--- config.mk ---
export PLATFORM = sky130hd
export DESIGN_NAME = wavelet_threshold_mc
export DESIGN_NICKNAME = d
export VERILOG_FILES = /design/src/rtl/wavelet_threshold_mc.sv
export SDC_FILE = /design/constraint.sdc
export NUM_CORES = 2
export LEC_CHECK = 0
export BUFFER_PORTS_ARGS = -buffer_cell sky130_fd_sc_hd__buf_2
export CORE_AREA = 2 2 281 283
export CTS_CLUSTER_DIAMETER = 80
export CTS_CLUSTER_SIZE = 30
export DETAILED_ROUTE_END_ITERATION = 8
export DIE_AREA = 0 0 283 285
export SLEW_MARGIN = 20
export SYNTH_ARGS = -nofsm -noshare
export SYNTH_HDL_FRONTEND = slang
export SYNTH_HIERARCHICAL = 1
export SYNTH_SLANG_ARGS = --single-unit
--- constraint.sdc ---
create_clock -name clk -period 9.2 [get_ports clk]
set_input_delay 1.38 -clock clk [delete_from_list [all_inputs] [get_ports clk]]
set_output_delay 1.38 -clock clk [all_outputs]
set_load 0.05 [all_outputs]
--- src/rtl/wavelet_threshold_mc.sv ---
// wavelet_threshold_mc: multi-level wavelet detail denoiser. Each level keeps a
// windowed mean-|d| noise estimate that scales into a universal threshold, then
// applies hard/soft shrinkage over a fixed 2-cycle pipeline. A global FSM
// tracks threshold validity and the one-time lock/release.

module wavelet_threshold_lane #(
  parameter int DW  = 14,
  parameter int KW  = 6,
  parameter int KF  = 4,
  parameter int WLM = 16
) (
  input  logic          clk,
  input  logic          rst_n,
  input  logic          in_valid,
  input  logic          s1_vld,
  input  logic          clr,
  input  logic          win_end,
  input  logic          load,
  input  logic          idle,
  input  logic [4:0]    wl,
  input  logic [1:0]    mode,
  input  logic          en,
  input  logic [DW-1:0] d,
  input  logic [KW-1:0] k,
  output logic [DW-1:0] out,
  output logic [DW-1:0] thr
);
  localparam int AW = DW - 1 + WLM;
  localparam int MW = AW + KW;
  localparam logic [DW-1:0] TMAX = {1'b0, {(DW-1){1'b1}}};
  localparam logic [DW-1:0] DMIN = {1'b1, {(DW-1){1'b0}}};

  typedef struct packed {
    logic [DW-1:0] d;
    logic [DW-2:0] a;
    logic [DW-2:0] t;
    logic [1:0]    mode;
    logic          en;
  } s1_t;

  logic [DW-2:0] a;
  logic [AW-1:0] acc, acc_nxt;
  logic [MW-1:0] prod;
  logic [DW-1:0] cand, cand_q;
  logic [DW-2:0] diff;
  s1_t           s1;

  // magnitude; the most negative code saturates instead of wrapping
  always_comb begin
    if (d == DMIN) a = TMAX[DW-2:0];
    else           a = (DW-1)'(d[DW-1] ? -d : d);
  end

  // window sum including this sample, and the threshold it would produce
  always_comb begin
    acc_nxt = acc + AW'(a);
    prod    = (MW'(acc_nxt >> wl) * MW'(k)) >> KF;
    cand    = (prod > MW'(TMAX)) ? TMAX : prod[DW-1:0];
  end

  // accumulator, candidate captured at window end, threshold loaded a cycle later
  always_ff @(posedge clk or negedge rst_n) begin
    if (!rst_n) begin
      acc    <= '0;
      cand_q <= '0;
      thr    <= '0;
    end else begin
      if (clr || win_end) acc <= '0;
      else if (in_valid)  acc <= acc_nxt;
      if (win_end) cand_q <= cand;
      if (load)    thr    <= cand_q;
    end
  end

  // stage 1: sample, magnitude and the threshold in effect on the input cycle
  always_ff @(posedge clk or negedge rst_n) begin
    if (!rst_n) s1 <= '0;
    else if (in_valid) begin
      s1.d    <= d;
      s1.a    <= a;
      s1.t    <= idle ? '0 : thr[DW-2:0];
      s1.mode <= mode;
      s1.en   <= en;
    end
  end

  assign diff = s1.a - s1.t;

  // stage 2: shrinkage rule; output holds between valid samples
  always_ff @(posedge clk or negedge rst_n) begin
    if (!rst_n) out <= '0;
    else if (s1_vld) begin
      if (!s1.en || s1.mode == 2'b00 || s1.mode == 2'b11) out <= s1.d;
      else if (s1.a <= s1.t)                             out <= '0;
      else if (s1.mode == 2'b01)                         out <= s1.d;
      else out <= s1.d[DW-1] ? -{1'b0, diff} : {1'b0, diff};
    end
  end
endmodule

module wavelet_threshold_mc #(
  parameter int DATA_WIDTH  = 14,
  parameter int NUM_LEVELS  = 2,
  parameter int K_WIDTH     = 6,
  parameter int K_FRAC      = 4,
  parameter int WIN_LOG_MAX = 16
) (
  input  logic                             clk,
  input  logic                             rst_n,
  input  logic                             in_valid,
  input  logic [NUM_LEVELS*DATA_WIDTH-1:0] detail_in,
  input  logic [1:0]                       cfg_mode,
  input  logic [NUM_LEVELS*K_WIDTH-1:0]    cfg_k,
  input  logic [4:0]                       cfg_win_log,
  input  logic [NUM_LEVELS-1:0]            cfg_denoise_en,
  input  logic                             cfg_one_time_lock,
  input  logic                             cfg_release,
  output logic                             out_valid,
  output logic [NUM_LEVELS*DATA_WIDTH-1:0] detail_out,
  output logic [NUM_LEVELS*DATA_WIDTH-1:0] thr_out,
  output logic                             thr_valid,
  output logic                             thr_locked
);
  localparam int STAGES = 2;
  localparam int WLM    = WIN_LOG_MAX;

  typedef enum logic [1:0] {IDLE, TRACK, LOCKED, RESTART} state_t;

  state_t                                   state;
  logic [WLM-1:0]                           cnt, mask;
  logic [4:0]                               wl, wl_raw_q, shamt;
  logic                                     win_chg, clr, win_end, pend;
  logic [STAGES:1]                          vld_pipe;
  logic [NUM_LEVELS-1:0][DATA_WIDTH-1:0]    d_lv, out_lv, thr_lv;

  assign d_lv       = detail_in;
  assign detail_out = out_lv;
  assign thr_out    = thr_lv;

  // clamp window length and build the last-sample count for it
  always_comb begin
    wl = cfg_win_log;
    if (cfg_win_log == 5'd0)            wl = 5'd1;
    else if (cfg_win_log > 5'(WLM))     wl = 5'(WLM);
    shamt = 5'(WLM) - wl;
    mask  = {WLM{1'b1}} >> shamt;
  end

  // release and window-length changes both restart the window; release beats window end
  assign win_chg = (cfg_win_log != wl_raw_q);
  assign clr     = cfg_release | win_chg;
  assign win_end = in_valid & ~clr & (cnt == mask);

  // shared sample counter, config shadow, pending threshold load, valid pipe
  always_ff @(posedge clk or negedge rst_n) begin
    if (!rst_n) begin
      cnt      <= '0;
      wl_raw_q <= '0;
      pend     <= 1'b0;
      vld_pipe <= '0;
    end else begin
      if (clr || win_end) cnt <= '0;
      else if (in_valid)  cnt <= cnt + WLM'(1);
      wl_raw_q <= cfg_win_log;
      pend     <= win_end && (state != LOCKED);
      vld_pipe <= {vld_pipe[STAGES-1:1], in_valid};
    end
  end

  // threshold lifecycle: first window, tracking, frozen, restart after release
  always_ff @(posedge clk or negedge rst_n) begin
    if (!rst_n) state <= IDLE;
    else begin
      case (state)
        IDLE:    if (win_end) state <= TRACK;
        TRACK:   if (cfg_release) state <= RESTART;
                 else if (win_end && cfg_one_time_lock) state <= LOCKED;
        LOCKED:  if (cfg_release) state <= RESTART;
        RESTART: if (!cfg_release) state <= TRACK;
        default: state <= IDLE;
      endcase
    end
  end

  assign thr_valid  = (state != IDLE);
  assign thr_locked = (state == LOCKED);
  assign out_valid  = vld_pipe[STAGES];

  for (genvar l = 0; l < NUM_LEVELS; l++) begin : g_lane
    wavelet_threshold_lane #(
      .DW(DATA_WIDTH), .KW(K_WIDTH), .KF(K_FRAC), .WLM(WLM)
    ) u_lane (
      .clk     (clk),
      .rst_n   (rst_n),
      .in_valid(in_valid),
      .s1_vld  (vld_pipe[1]),
      .clr     (clr),
      .win_end (win_end),
      .load    (pend),
      .idle    (state == IDLE),
      .wl      (wl),
      .mode    (cfg_mode),
      .en      (cfg_denoise_en[l]),
      .d       (d_lv[l]),
      .k       (cfg_k[l*K_WIDTH +: K_WIDTH]),
      .out     (out_lv[l]),
      .thr     (thr_lv[l])
    );
  end
endmodule

# --- After elaboration in Yosys (flattened, before gate mapping) ---
# Cells that the tools add are included.
totals:
  register_bits: 252
  input_bits: 54
  output_inout_bits: 59
  wordCells: 105
op_classes:
  addsub: 10
  mul: 2
  magnitude_cmp: 5
  eq_ne: 14
  n_shift: 3
  mux: 30
  bitwise: 4
  n_reduce_logical: 15
op_table:
  columns: ["operator", "count"]
  rows:
  - ["$mux 14", 10]
  - ["$mux 29", 4]
  - ["$mux 13", 6]
  - ["$mul 35x6->35", 2]
  - ["$shr 29x5->35", 2]
  - ["$gt 31x13->1 const B", 2]
  - ["$add 29x13->29", 2]
  - ["$mux 16", 2]
  - ["$eq 14x14->1 const B", 2]
  - ["$neg 13->14", 2]
  - ["$le 13x13->1", 2]
  - ["$neg 13->13", 2]
  - ["$sub 13x13->13", 2]
  - ["$add 16x1->16 const B", 1]
  - ["$eq 16x16->1", 1]
  - ["$shr 16x5->16 const A", 1]
  - ["$mux 2", 5]
  - ["$mux 5", 2]
  - ["$pmux 2 s4", 1]
  - ["$eq 2x2->1 const B", 3]
  - ["$ne 2x2->1 const B", 3]
  - ["$gt 5x5->1 const B", 1]
  - ["$logic_not 5->1", 1]
  - ["$logic_or 1x1->1", 5]
  - ["other kinds (13)", 19]

# --- Longest topological paths before layout ---
depth:
  ltp_word: 11
  mapped_depth: 48
  ltp_nobuf: 45

# --- Hierarchy ---
# Netlist, hierarchy kept.
modules_own_cells:
  columns: ["mod", "instances", "cells_each", "area_per_inst_um2", "seq_area_each_um2"]
  rows:
  - ["wavelet_threshold_lane at g_lane[1].u_lane", 1, 1725, 14198.6, 2852.7]
  - ["wavelet_threshold_lane at g_lane[0].u_lane", 1, 1724, 14038.5, 2852.7]
  - ["wavelet_threshold_mc", 1, 200, 1845.5, 650.6]

# --- Worst setup path after synthesis ---
# No wires, ideal clock.
synth_timing:
  kind: "input-to-reg"
  startpoint: "input port detail_in[5]"
  endpoint: "register g_lane[0].u_lane.cand_q[10]"
  setup_time_ns: 0.122
  t_arrival_ns: 11.180
  t_required_ns: 9.078
  path_slack_ns: -2.103
  path_stages: 44
  n_path_buf: 3
  cell_sequence: "or4_1 or3_1 or3_1 or3_1 or3b_2 clkbuf_1 clkbuf_1 nand2_1 fa_1 a211oi_1 o21a_2 a2111o_1 a211oi_2 xor2_1 nor2_1 a21oi_1 nor2_1 a21oi_1 (+8 left out) fa_1 inv_1 ha_1 nand3_1 o2111ai_1 a21oi_1 o31ai_1 nand3_1 nand2_1 a21oi_1 nor4_1 o21ai_0 nor3b_1 o2111ai_1 a2111o_1 nor4_4 buf_6 a21oi_2"
synth_between:
  word_cells_on_any_way: 9
  cone_classes: "add/sub (2); mul (1); order compare (1); eq/ne (1); shift (1); mux (3)"
synth_lines:
  columns: ["item", "line_no", "rtl"]
  rows:
  - ["from (decl)", "111", "input logic [NUM_LEVELS*DATA_WIDTH-1:0] detail_in,"]
  - ["$eq 14x14->1 *", "50", "if (d == DMIN) a = TMAX[DW-2:0];"]
  - ["$mux 13 *", "50", null]
  - ["named net g_lane[0].u_lane.a[1]", "41", "logic [DW-2:0] a;"]
  - ["$add 29x13->29 *", "56", "acc_nxt = acc + AW'(a);"]
  - ["$shr 29x5->35 *", "57", "prod = (MW'(acc_nxt >> wl) * MW'(k)) >> KF;"]
  - ["$mul 35x6->35 *", "57", null]
  - ["$gt 31x13->1", "58", "cand = (prod > MW'(TMAX)) ? TMAX : prod[DW-1:0];"]
  - ["$mux 14 *", "58", null]
  - ["to (signal assigned)", "70", "if (win_end) cand_q <= cand;"]
  - ["to (decl)", "44", "logic [DW-1:0] cand, cand_q;"]
# The timed path passes the listed nets; every way through them passes the cells marked *.
# A chain may end at the register's enable or synchronous reset.

# --- Worst setup path after layout ---
layout_timing:
  startpoint: "input port detail_in[5]"
  endpoint: "register g_lane[0].u_lane.cand_q[1]"
# Same word-level chain as after synthesis.

==> results.toml <==
[floorplanning]
initial_core_util = 0.386
io_pins = 113
fp.dieW_um = 283
coreArea_um2 = 78000
die_y_um = 285
die-area_um2 = 80700
rows = 103

[power_and_ir_drop]
leakage_uw = 0.0175
p_per_area_nw_per_um2 = 122
p_sw_uw = 2010
p_int_uw = 2680
pwr-share-comb = 0.583
clockPowerShare = 0.158
p_seq_frac = 0.259
power_switching_share = 0.428
vdd_drop_max_uv = 101

[grt]
track_usage = 0.234
met2_usage = 0.394
use_met3 = 0.0172
antenna_found_initial = 1
met1_usage = 0.330
grt_pass1_wl_mm = 155
grt_max_degree = 138
top_usage_layer = "met2"
grt_pass1_vias = 28556
grt.overflow.total = 0

[synthesis]
yosysMostFrequentCell = "nor2_1"
ys.flop_type = "dfrtp_1"
syn_avg_cell_area_um2 = 8.24
yosys.area.top_type = "dfrtp_1"
netlist_top_cells_area = "dfrtp_1 21%, fa_1 15%, ha_1 6.1%"
synth_fp_nets = 4072
ys_ff_latch = 254
syn_area_um2 = 30100
yosys_warnings = 6
synth_top_area_share = 0.211
yosysSeqAreaShare = 0.211
synth-edff-count = 0
syn_inst = 3649
ys_async_sr_fraction = 1.00
synth.distinct_cells = 110
synth_common_cells = "416 x nor2_1, 359 x inv_1, 256 x nand2_1"

[setup_path]
path_class = "input pin to flip-flop"
regToRegStartpoint = "g_lane[1].u_lane/acc[0]$_DFFE_PN0P_"
slowest_delay_ps = 540
arrival_ps = 11020
start_kind = "input pin"
r2r_setup_slack_ps = 520
worstRegToRegCells = 39
crit_fanout = 7
r2r-end = "g_lane[1].u_lane/cand_q[5]$_DFFE_PN0P_"
worstPathRequired_ps = 9620
crit_path_end_kind = "flip-flop"
crit_slowest_cell = "fa_1"

[sta]
drv_slew = 0
tightest_slew_ps = 1040
setup_tns_ps = -29890
timing.slew.headroom = 0.304
fmax_mhz = 94.3
hold_slack_ps = 513
timing.final.crit_share = 1.15
setup_viol = 26
min_period_ps = 10610
clock_skew_ps = 60.0
hold_viol = 0
setup_ws_ps = -1410
rsz0062_at_grt = "true"

[drt]
vias = 28759
via_per_inst = 5.43
drtAntennaViolNets = 0
wire_per_inst_um = 18.1
drtPass1Iterations = 6
drtIter0Drc = 2287
wl_mm = 95.6
drc = 0

[placed_design]
pre_cts_slack_ps = -2290
io_buffer_count = 112
place_congestion = 0.919
hpwl_mm = 74.6

[cells_and_area]
finalNetCount = 4660
area_growth_pct = 27.2
seqCellArea_um2 = 6360
post-route-util = 0.491
fill_cells = 7467
drive_above_1_share = 0.280
multi_input_area_um2 = 23100
antenna_cells = 0

[worst_hold_path]
hp-start = "g_lane[1].u_lane/cand_q[13]$_DFFE_PN0P_"
min_path_type = "flip-flop to flip-flop"
hold_depth = 1
holdPathEnd = "g_lane[1].u_lane/cand_q[13]$_DFFE_PN0P_"

[clock_tree]
cts.sinks = 254
clock_tree.root_cell = "clkbuf_16"
postCtsHoldBufs = 0
cts_tree = "built"
path_clk_slew_ps = 110
cts_made_buffers = 14
htreeDepth = 1
cts_buffer_depth = 3
clock_latency_ps = 540

[flow_run]
cap_violations = 0

[outcome]
status = "finished, violations left"
violations = "setup timing"
==> cell usage in the layout (no fill, tap or decap), types with 24 or more instances in the layout <==
master      n
nand3b_1   28
dfrtp_1   253
a21oi_1   165
buf_4     632
nor2b_1    33
mux2_2     75
xnor2_1   101
ha_1      118
a31oi_1    34
a22oi_1    24
nand3_1    70
o21ai_0   140
a21oi_2    48
and3_1     46
and2_1    114
a211oi_1   29
xor2_1     77
nand2_1   240
a21o_1     47
ha_4       27
nor3_1    125
nor2_1    397
o211ai_1   24
or3_1      33
fa_1      216
buf_2     101
mux2i_1    60
o21ai_1    26
inv_1     351
nand2b_1   28
nand4_1    55
==> layout make-up <==
type	instances	share of cell area
Clock inverter	6	0.00262
Clock buffer	16	0.00961
Sequential cell	254	0.166
Timing Repair Buffer	758	0.147
Inverter	365	0.0358
Multi-Input combinational cell	2844	0.605
Tap cell	1050	0.0343
==> power by group through the flow <==
stage	Combinational (µW)	Clock, µW	Sequential, µW
after global routing	2990	801	1220
after detailed placement	2570	0	1230
after global placement	2540	0	1230
final	2730	741	1210
after floorplan	1490	0	1300
after CTS	2680	766	1210
==> flip-flops by register name, summed over array words and instances (netlist names) <==
signal                cells
cnt                      16
g_lane.u_lane/acc        58
g_lane.u_lane/cand_q     28
g_lane.u_lane/out        28
g_lane.u_lane/s1         86
g_lane.u_lane/thr        28
pend                      1
state                     2
vld_pipe                  2
wl_raw_q                  5
==> cells by family (layout without fill, tap and decap cells) <==
logic type,after synthesis,count (layout),synth area share
AND/OR/NAND/NOR,1351,1353,0.224
AO/OA/AOI/OAI,777,777,0.172
buffers and inverters,553,1145,0.0716
adder cells (fa/ha/maj),369,369,0.209
flip-flops,254,254,0.211
XOR/XNOR,189,189,0.0553
multiplexers,156,156,0.0571
==> worst max-delay path: cells and delay by family <==
family / cells / cell delay (ps)
xor+xnor: 1 / 90
compound gates: 14 / 2940
buf+inv: 5 / 530
fa+ha+maj: 6 / 2100
mux: 2 / 710
simple gates: 13 / 3240
==> timing repair <==
item                       in CTS  in global routing
setup buffers                  42                 11
gates cloned                    4                  0
pin swaps                      79                 47
gates resized for setup       167                 74
setup endpoints to repair      26                 26
==> metal layers <==
| metal | part of all wire | routed length (µm) | up-vias |
|---|---|---|---|
| li1 | - | - | 13730 |
| met1 | 0.45 | 43400 | 14164 |
| met2 | 0.47 | 45400 | 773 |
| met3 | 0.051 | 4860 | 92 |
| met4 | 0.020 | 1950 | 0 |
| met5 | 0 | 0 | - |
==> worst max-delay path by stage <==
stage / startpoint / endpoint / depth (start not counted)
2_1_floorplan: detail_in[5] / g_lane[0].u_lane/cand_q[10]$_DFFE_PN0P_ / 44
3_3_place_gp: detail_in[5] / g_lane[0].u_lane/cand_q[12]$_DFFE_PN0P_ / 43
3_5_place_dp: detail_in[5] / g_lane[0].u_lane/cand_q[12]$_DFFE_PN0P_ / 42
4_1_cts: detail_in[5] / g_lane[0].u_lane/cand_q[12]$_DFFE_PN0P_ / 45
5_1_grt: detail_in[5] / g_lane[0].u_lane/cand_q[1]$_DFFE_PN0P_ / 40
6_report: detail_in[5] / g_lane[0].u_lane/cand_q[1]$_DFFE_PN0P_ / 41
==> metrics by stage <==
| stage | cell area (µm²) | cells | power (µW) |
|---|---|---|---|
| 2_1_floorplan | 30700 | 3649 | 2780 |
| 6_report | 38300 | 5293 | 4680 |
| 3_3_place_gp | 36200 | 5217 | 3780 |
| 4_1_cts | 37900 | 5283 | 4660 |
| 5_1_grt | 38300 | 5293 | 5010 |
| 3_5_place_dp | 36200 | 5217 | 3800 |
(Power assumes the default switching activity.)
